===== src/rtl/nrzi_rx_decoder.sv =====
// Low-speed USB receive front end: samples D+/D- once per bit time, NRZI-decodes,
// removes stuffed bits, recognises SYNC and EOP, and assembles LSB-first bytes
// with packet framing (rxActive, rxEop) and coded error pulses for the PID parser.
module nrzi_rx_decoder #(
    parameter int         STUFF_LEN    = 6,
    parameter int         EOP_SE0_MAX  = 3,
    parameter logic [7:0] SYNC_PATTERN = 8'h80
) (
    input  logic       useClk,
    input  logic       rst,
    input  logic       checkData,
    input  logic       dp,
    input  logic       dm,
    output logic       rxActive,
    output logic [7:0] rxByte,
    output logic       rxByteValid,
    output logic       rxEop,
    output logic       rxErr,
    output logic [1:0] rxErrCode,
    output logic [3:0] rxByteCount
);

    localparam int SW = $clog2(STUFF_LEN + 1);
    localparam int EW = $clog2(EOP_SE0_MAX + 2);
    localparam logic [SW-1:0] STUFF_LIM = SW'(STUFF_LEN);
    localparam logic [EW-1:0] SE0_LIM   = EW'(EOP_SE0_MAX);

    localparam logic [1:0] CODE_STUFF   = 2'd0;
    localparam logic [1:0] CODE_SYNC    = 2'd1;
    localparam logic [1:0] CODE_PARTIAL = 2'd2;
    localparam logic [1:0] CODE_LINE    = 2'd3;

    typedef enum logic [2:0] {
        ST_IDLE,
        ST_SYNC,
        ST_DATA,
        ST_EOP,
        ST_ERR
    } state_t;

    state_t        state_q, state_d;
    logic          prev_k_q, prev_k_d;       // 1 when the last J/K sample was K
    logic [7:0]    shift_q, shift_d;
    logic [2:0]    bit_cnt_q, bit_cnt_d;
    logic [SW-1:0] stuff_cnt_q, stuff_cnt_d;
    logic [EW-1:0] se0_cnt_q, se0_cnt_d;
    logic          partial_q, partial_d;
    logic          j_cnt_q, j_cnt_d;         // J samples seen so far while in ERR
    logic          rx_active_q, rx_active_d;
    logic [7:0]    rx_byte_q, rx_byte_d;
    logic          rx_byte_valid_q, rx_byte_valid_d;
    logic          rx_eop_q, rx_eop_d;
    logic          rx_err_q, rx_err_d;
    logic [1:0]    rx_err_code_q, rx_err_code_d;
    logic [3:0]    rx_byte_count_q, rx_byte_count_d;

    logic          line_j, line_k, line_se0, line_se1;
    logic          dec_bit;
    logic [7:0]    shift_in;
    logic [EW-1:0] se0_inc;
    logic          go_err;
    logic [1:0]    err_code;

    // Line classification, NRZI decode and next-state / output computation.
    always_comb begin
        line_j   = ~dp &  dm;
        line_k   =  dp & ~dm;
        line_se0 = ~dp & ~dm;
        line_se1 =  dp &  dm;
        // No transition decodes as 1, a transition as 0.
        dec_bit  = ~(line_k ^ prev_k_q);
        shift_in = {dec_bit, shift_q[7:1]};
        se0_inc  = se0_cnt_q + 1'b1;
        go_err   = 1'b0;
        err_code = CODE_STUFF;

        state_d         = state_q;
        prev_k_d        = prev_k_q;
        shift_d         = shift_q;
        bit_cnt_d       = bit_cnt_q;
        stuff_cnt_d     = stuff_cnt_q;
        se0_cnt_d       = se0_cnt_q;
        partial_d       = partial_q;
        j_cnt_d         = j_cnt_q;
        rx_active_d     = rx_active_q;
        rx_byte_d       = rx_byte_q;
        rx_byte_valid_d = 1'b0;
        rx_eop_d        = 1'b0;
        rx_err_d        = 1'b0;
        rx_err_code_d   = rx_err_code_q;
        rx_byte_count_d = rx_byte_count_q;

        if (checkData) begin
            if (line_j || line_k) begin
                prev_k_d = line_k;
            end

            case (state_q)
                ST_IDLE: begin
                    // The first K is the first SYNC bit (a decoded 0).
                    if (line_k) begin
                        shift_d   = 8'h00;
                        bit_cnt_d = 3'd1;
                        state_d   = ST_SYNC;
                    end
                end

                ST_SYNC: begin
                    if (line_se0 || line_se1) begin
                        go_err   = 1'b1;
                        err_code = CODE_SYNC;
                    end else begin
                        shift_d   = shift_in;
                        bit_cnt_d = bit_cnt_q + 3'd1;
                        if (bit_cnt_q == 3'd7) begin
                            if (shift_in == SYNC_PATTERN) begin
                                rx_active_d     = 1'b1;
                                // SYNC ends in a decoded 1, which starts the stuffing run.
                                stuff_cnt_d     = SW'(1);
                                rx_byte_count_d = 4'd0;
                                state_d         = ST_DATA;
                            end else begin
                                go_err   = 1'b1;
                                err_code = CODE_SYNC;
                            end
                        end
                    end
                end

                ST_DATA: begin
                    // SE0 wins over a pending stuffed-bit check.
                    if (line_se0) begin
                        se0_cnt_d = EW'(1);
                        partial_d = (bit_cnt_q != 3'd0);
                        state_d   = ST_EOP;
                    end else if (line_se1) begin
                        go_err   = 1'b1;
                        err_code = CODE_LINE;
                    end else if (stuff_cnt_q == STUFF_LIM) begin
                        if (dec_bit) begin
                            go_err   = 1'b1;
                            err_code = CODE_STUFF;
                        end else begin
                            stuff_cnt_d = '0;
                        end
                    end else begin
                        shift_d     = shift_in;
                        stuff_cnt_d = dec_bit ? stuff_cnt_q + 1'b1 : '0;
                        bit_cnt_d   = bit_cnt_q + 3'd1;
                        if (bit_cnt_q == 3'd7) begin
                            rx_byte_d       = shift_in;
                            rx_byte_valid_d = 1'b1;
                            if (rx_byte_count_q != 4'hF) begin
                                rx_byte_count_d = rx_byte_count_q + 4'd1;
                            end
                        end
                    end
                end

                ST_EOP: begin
                    if (line_se0) begin
                        if (se0_inc > SE0_LIM) begin
                            go_err   = 1'b1;
                            err_code = CODE_LINE;
                        end else begin
                            se0_cnt_d = se0_inc;
                        end
                    end else if (line_j) begin
                        if (partial_q) begin
                            rx_err_d      = 1'b1;
                            rx_err_code_d = CODE_PARTIAL;
                        end else begin
                            rx_eop_d = 1'b1;
                        end
                        rx_active_d = 1'b0;
                        state_d     = ST_IDLE;
                    end else begin
                        go_err   = 1'b1;
                        err_code = CODE_LINE;
                    end
                end

                ST_ERR: begin
                    // Two consecutive J samples mean the line is idle again.
                    if (line_j) begin
                        if (j_cnt_q) begin
                            j_cnt_d = 1'b0;
                            state_d = ST_IDLE;
                        end else begin
                            j_cnt_d = 1'b1;
                        end
                    end else begin
                        j_cnt_d = 1'b0;
                    end
                end

                default: state_d = ST_IDLE;
            endcase

            if (go_err) begin
                state_d       = ST_ERR;
                rx_err_d      = 1'b1;
                rx_err_code_d = err_code;
                rx_active_d   = 1'b0;
                j_cnt_d       = 1'b0;
            end
        end
    end

    // State and output registers with synchronous reset.
    always_ff @(posedge useClk) begin
        if (rst) begin
            state_q         <= ST_IDLE;
            prev_k_q        <= 1'b0;
            shift_q         <= 8'h00;
            bit_cnt_q       <= 3'd0;
            stuff_cnt_q     <= '0;
            se0_cnt_q       <= '0;
            partial_q       <= 1'b0;
            j_cnt_q         <= 1'b0;
            rx_active_q     <= 1'b0;
            rx_byte_q       <= 8'h00;
            rx_byte_valid_q <= 1'b0;
            rx_eop_q        <= 1'b0;
            rx_err_q        <= 1'b0;
            rx_err_code_q   <= 2'd0;
            rx_byte_count_q <= 4'd0;
        end else begin
            state_q         <= state_d;
            prev_k_q        <= prev_k_d;
            shift_q         <= shift_d;
            bit_cnt_q       <= bit_cnt_d;
            stuff_cnt_q     <= stuff_cnt_d;
            se0_cnt_q       <= se0_cnt_d;
            partial_q       <= partial_d;
            j_cnt_q         <= j_cnt_d;
            rx_active_q     <= rx_active_d;
            rx_byte_q       <= rx_byte_d;
            rx_byte_valid_q <= rx_byte_valid_d;
            rx_eop_q        <= rx_eop_d;
            rx_err_q        <= rx_err_d;
            rx_err_code_q   <= rx_err_code_d;
            rx_byte_count_q <= rx_byte_count_d;
        end
    end

    assign rxActive    = rx_active_q;
    assign rxByte      = rx_byte_q;
    assign rxByteValid = rx_byte_valid_q;
    assign rxEop       = rx_eop_q;
    assign rxErr       = rx_err_q;
    assign rxErrCode   = rx_err_code_q;
    assign rxByteCount = rx_byte_count_q;

endmodule


===== config.mk =====
export PLATFORM = sky130hd
export DESIGN_NAME = nrzi_rx_decoder
export DESIGN_NICKNAME = d
export VERILOG_FILES = /design/src/rtl/nrzi_rx_decoder.sv
export SDC_FILE = /design/constraint.sdc
export NUM_CORES = 1
export LEC_CHECK = 0
export ABC_CLOCK_PERIOD_IN_PS = 3800
export CORE_UTILIZATION = 60
export CTS_CLUSTER_DIAMETER = 150
export DETAILED_ROUTE_END_ITERATION = 16
export GPL_ROUTABILITY_DRIVEN = 0
export PLACE_DENSITY = 0.84
export SETUP_SLACK_MARGIN = 0.15
export SLEW_MARGIN = 20
export SYNTH_ARGS = -nofsm -noshare
export SYNTH_HDL_FRONTEND = slang
export SYNTH_SLANG_ARGS = --single-unit

===== constraint.sdc =====
create_clock -name useClk -period 3.8 [get_ports useClk]
set_clock_uncertainty 0.15 [all_clocks]
set_input_delay 0.38 -clock useClk [delete_from_list [all_inputs] [get_ports useClk]]
set_output_delay 0.38 -clock useClk [all_outputs]
set_load 0.02 [all_outputs]

-- After elaboration in Yosys (flattened, before gate mapping)
Index checks and enable logic that the tools add are counted.
- RAM bits: 0
- input port bits: 5
- ROM bits: 0
- word-level logic and storage cells: 180
- flip-flop bits (word level): 41
- bits in latches: 0
- memories: 0
- output and inout port bits: 18
- multiplexer cells: 88
- div/mod/pow operators: 0
- $mul: 0
- equal/unequal tests: 31
- shift-type cells: 0
- bitwise operators: 15
- add/sub/neg operators: 4
- $lt $le $gt $ge: 1
- reduce and logical (&&, ||, !) cells: 26
- operators by type and width (cell ; number):
    $mux 3 ; 25
    $mux 8 ; 5
    $mux 4 ; 8
    $mux 1 ; 31
    $ne 3x3->1 const B ; 10
    $ne 2x2->1 const B ; 12
    $pmux 8 s3 ; 1
    $mux 2 ; 10
    $reduce_and 10->1 ; 2
    $pmux 3 s5 ; 1
    $reduce_and 7->1 ; 2
    $pmux 3 s2 ; 2
    $reduce_bool 2->1 ; 6
    $not 1->1 ; 10
    $reduce_and 5->1 ; 2
    $add 3x1->3 const B ; 3
    $eq 3x3->1 const B ; 3
    $pmux 3 s3 ; 1
    $reduce_bool 3->1 ; 3
    $eq 8x8->1 const B ; 1
    $pmux 4 s2 ; 1
    $reduce_and 8->1 ; 1
    $eq 3x2->1 const B ; 2
    $pmux 2 s3 ; 1
    17 further kinds ; 22

-- Depth between registers and ports, before layout
- depth after elaboration: 12
- mapped depth: 10
- depth with buffers taken out: 7

-- Least setup slack after synthesis
Ideal clock, no wire load.
- kind: register to register
- start: register se0_cnt_q[0]
- end: register state_q[1]
- buffers on the path: 0
- path slack: 1.512 ns
- period minus slack after synthesis: 2.288 ns
- library setup time: 0.117 ns
- stages on the path, launching flop included: 8
- arrival: 2.020 ns
- cell sequence: dfxtp_1 > inv_1 > ha_1 > or3_1 > a311oi_1 > o21bai_1 > o21ai_1 > a32o_1
- longest elaborated chain between the ends: 8
- RTL lines (item ; line ; source):
    from (decl) ; 46 ; logic [EW-1:0] se0_cnt_q, se0_cnt_d;
    from (signal assigned) ; 234 ; se0_cnt_q <= se0_cnt_d;
    $add 3x1->3 * ; 73 ; se0_inc = se0_cnt_q + 1'b1;
    $gt 3x2->1 * ; 162 ; if (se0_inc > SE0_LIM) begin
    $mux 1 * ; 162 ;
    $mux 1 * ; 161 ; if (line_se0) begin
    $pmux 1 s3 * ; 98 ; case (state_q)
    $mux 1 * ; 93 ; if (checkData) begin
    $ne 3x3->1 (no source line) ; n/a ;
    $reduce_and 10->1 (no source line) ; n/a ;
    to (signal assigned) ; 229 ; state_q <= state_d;
    to (decl) ; 41 ; state_t state_q, state_d;
Mark *: on every way between the ends. The rest lies on a longest branch, timed or not. The select of a mux whose other input is x is not followed.
A chain may end at the register's enable or synchronous reset.

-- Worst setup path after layout
Ends and elaborated chain as after synthesis.

==> flow_summary.yaml <==
clocking:
  hold_buffers: 0
  tritoncts: "built"
  cts-buffers-inserted: 5
  cts_root_buffer: "clkbuf_4"
  cts_setup_buffers: 0
  ctsResizeCount: 0
  clock_path_buffers: 2
  htreeDepth: 2
  clk_latency_ps: 360
  clkTransAtPathRegs_ps: 130
  clock-sinks: 40
yosys:
  synth_area_um2: 2185
  seq_area_frac_synth_pct: 36.66
  yosysUniqueCellTypes: 53
  synth_flop_cell: "dfxtp_1"
  synth_nets: 273
  syn_area_per_cell_um2: 8.567
  yosys_warnings: 0
  synth_cells: 255
  postSynth.asyncResetShare_pct: 0
  ys_ff_latch: 40
  synth_edf_count: 0
grt:
  grt_pass1_wl_mm: 8.397
  grt_pass1_vias: 1821
  grt_usage_pct: 26.77
  grt_max_degree: 25
  grt_overflow: 0
  grt_antenna_before_repair: 0
run_status:
  status: "complete, no violations"
cells_and_area:
  drive_above_1_share_pct: 7.664
  antennaDiodeCount: 0
  multi_input_area_um2: 1294
  fin_nets: 291
  utilization_pct: 73.96
  seqCellArea_um2: 800.8
  syn_to_final_growth_pct: 15.64
  fillerInstances: 269
sta:
  slew_headroom_pct: 55.31
  worst_pin_slew_ps: 670.3
  period_minus_slack_ps: 2738
  finalSetupTns_ps: 0
  hold_viol: 0
  final.period_utilization_pct: 72.04
  fin_ws_ps: 1062
  fmax_ghz: 0.3653
  setup_viol: 0
  maxSlewViolCount: 0
  rsz0062_at_grt: "false"
critical_path:
  crit_path_end_kind: "flop"
  cp-start-kind: "flop"
  critPathRequiredTime_ps: 3920
  arrival_ps: 2860
  worst-setup-path-type: "flop to flop"
  path_max_fanout: 6
power_and_ir_drop:
  finalPower_uw: 841.1
  power.density_nw_per_um2: 333.0
  vdd_ir_drop_max_v: 0.0002556
  leakage_nw: 0.9094
detailed_routing:
  first_pass_iters: 5
  avgViaCountPerCell: 6.081
  wl_per_cell_um: 15.03
  num_vias: 1946
  drt_iter0_drc: 207
  ant_nets: 0
  wirelength_mm: 4.808
  drc: 0
placed_design:
  dpl.hpwl_mm: 3.201
  numPortBuffers: 22
  place_ws_ps: 786.7
hold_path:
  min_path_type: "flop to flop"
die:
  dieArea_um2: 3886
  die_y_um: 62.34
  die_w_um: 62.34
  pin_count: 23
  start_util_pct: 63.96
  placementRows: 21
  core_um2: 3416
run:
  timing.max_cap.violations: 0
state kept, by name (all words and copies together), names as in the netlist, 2 cells and up:
register	count
rxByte	8
bit_cnt_q	3
rxErrCode	2
rxByteCount	4
state_q	3
shift_q	7
stuff_cnt_q	3
se0_cnt_q	3
stage by stage:
step                area (µm²)  cells  hold slack, ps
finish                    2526    320           335.2
global route              2526    320           359.0
CTS                       2522    320           336.2
detailed placement        2432    312           319.9
global placement          2432    312           313.2
floorplan                 2185    255           270.3
cells by family (layout without fill, tap and decap cells):
logic type | Yosys count | in the layout | synth area share, %
AOI/OAI and AO/OA | 57 | 57 | 17.13
xor gates and xnor gates | 3 | 3 | 1.547
and+or+nand+nor | 105 | 105 | 27.09
muxes | 12 | 12 | 5.556
DFF | 40 | 40 | 36.66
buffers and inverters | 25 | 44 | 4.582
adders and majority gates | 13 | 13 | 7.446
per-layer routing:
| metal | part of all wire [%] | global-route usage, % |
|---|---|---|
| met5 | 0 | 0 |
| met4 | 1.5 | 10.76 |
| met3 | 6.7 | 4.412 |
| met2 | 46 | 41.07 |
| met1 | 46 | 37.37 |
critical path, stage by stage, from the launching register on:
cell	delay, ps
dfxtp_1	410
inv_1	80
ha_1	320
or3_1	410
a311oi_1	440
o21bai_1	310
o21ai_1	220
a32o_1	310
final timing paths:
| check | startpoint | endpoint | slack, ps | depth (start not counted) |
|---|---|---|---|---|
| min | bit_cnt_q[2] | bit_cnt_q[2] | 340 | 2 |
| max | se0_cnt_q[0] | state_q[1] | 1060 | 7 |
| min reg2reg | bit_cnt_q[2] | bit_cnt_q[2] | 340 | 2 |
| max reg2reg | se0_cnt_q[0] | state_q[1] | 1060 | 7 |
placed cells by master (no fill, tap or decap), drive strengths merged, types with 5 or more instances in the layout:
cell,netlist,layout
a21oi,21,21
nor2b,6,6
ha,13,13
nand3,6,6
or3b,8,8
nand2,20,20
nor2,24,24
clkdlybuf4s50,0,22
inv,11,11
o21ai,10,10
nor4,5,5
nor3b,5,5
and2,5,5
clkbuf,9,6
mux2i,11,11
dfxtp,40,40
nor3,7,7
final cells by class:
| type | instances | share of cell area (%) |
|---|---|---|
| Multi-Input combinational cell | 190 | 51.21 |
| Sequential cell | 40 | 31.70 |
| Timing Repair Buffer | 25 | 9.609 |
| Tap cell | 46 | 2.278 |
| Clock buffer | 6 | 2.031 |
| Inverter | 11 | 1.634 |
| Clock inverter | 2 | 1.535 |
synth_stat cells, types with 2 or more instances:
| library cell | count | share of area, % |
|---|---|---|
| or2_1 | 2 | 0.57 |
| a41o_1 | 2 | 0.92 |
| nor3b_2 | 2 | 1.1 |
| nor3b_1 | 3 | 1.0 |
| nand3_1 | 6 | 1.4 |
| clkbuf_1 | 9 | 1.5 |
| nor2_1 | 24 | 4.1 |
| or3_1 | 2 | 0.57 |
| nand4_1 | 3 | 0.86 |
| a21o_1 | 2 | 0.69 |
| ha_1 | 13 | 7.4 |
| nand3b_1 | 2 | 0.69 |
| or4_1 | 2 | 0.69 |
| nand2b_1 | 2 | 0.57 |
| nand2_1 | 20 | 3.4 |
| or3b_1 | 8 | 3.2 |
| o21ai_0 | 7 | 1.6 |
| buf_2 | 5 | 1.1 |
| nor4_1 | 4 | 1.1 |
| a211oi_1 | 3 | 1.0 |
| mux2i_1 | 11 | 5.0 |
| o221a_2 | 2 | 1.0 |
| a31oi_1 | 3 | 0.86 |
| and2_1 | 5 | 1.4 |
| inv_1 | 11 | 1.9 |
| o21ai_1 | 3 | 0.69 |
| nor2b_1 | 6 | 1.7 |
| dfxtp_1 | 40 | 37 |
| a21oi_1 | 21 | 4.8 |
| o2bb2ai_1 | 2 | 0.80 |
| nand4b_1 | 2 | 0.80 |
| nor3_1 | 7 | 1.6 |
power by group:
group | total, mW | leakage [nW] | internal [mW] | switching (mW)
Combinational | 0.0964 | 0.538 | 0.0350 | 0.0614
Clock | 0.309 | 0.0484 | 0.158 | 0.152
Sequential | 0.436 | 0.323 | 0.425 | 0.0107
Total | 0.841 | 0.909 | 0.617 | 0.224
Note: power is estimated with default switching activity, not from simulation.
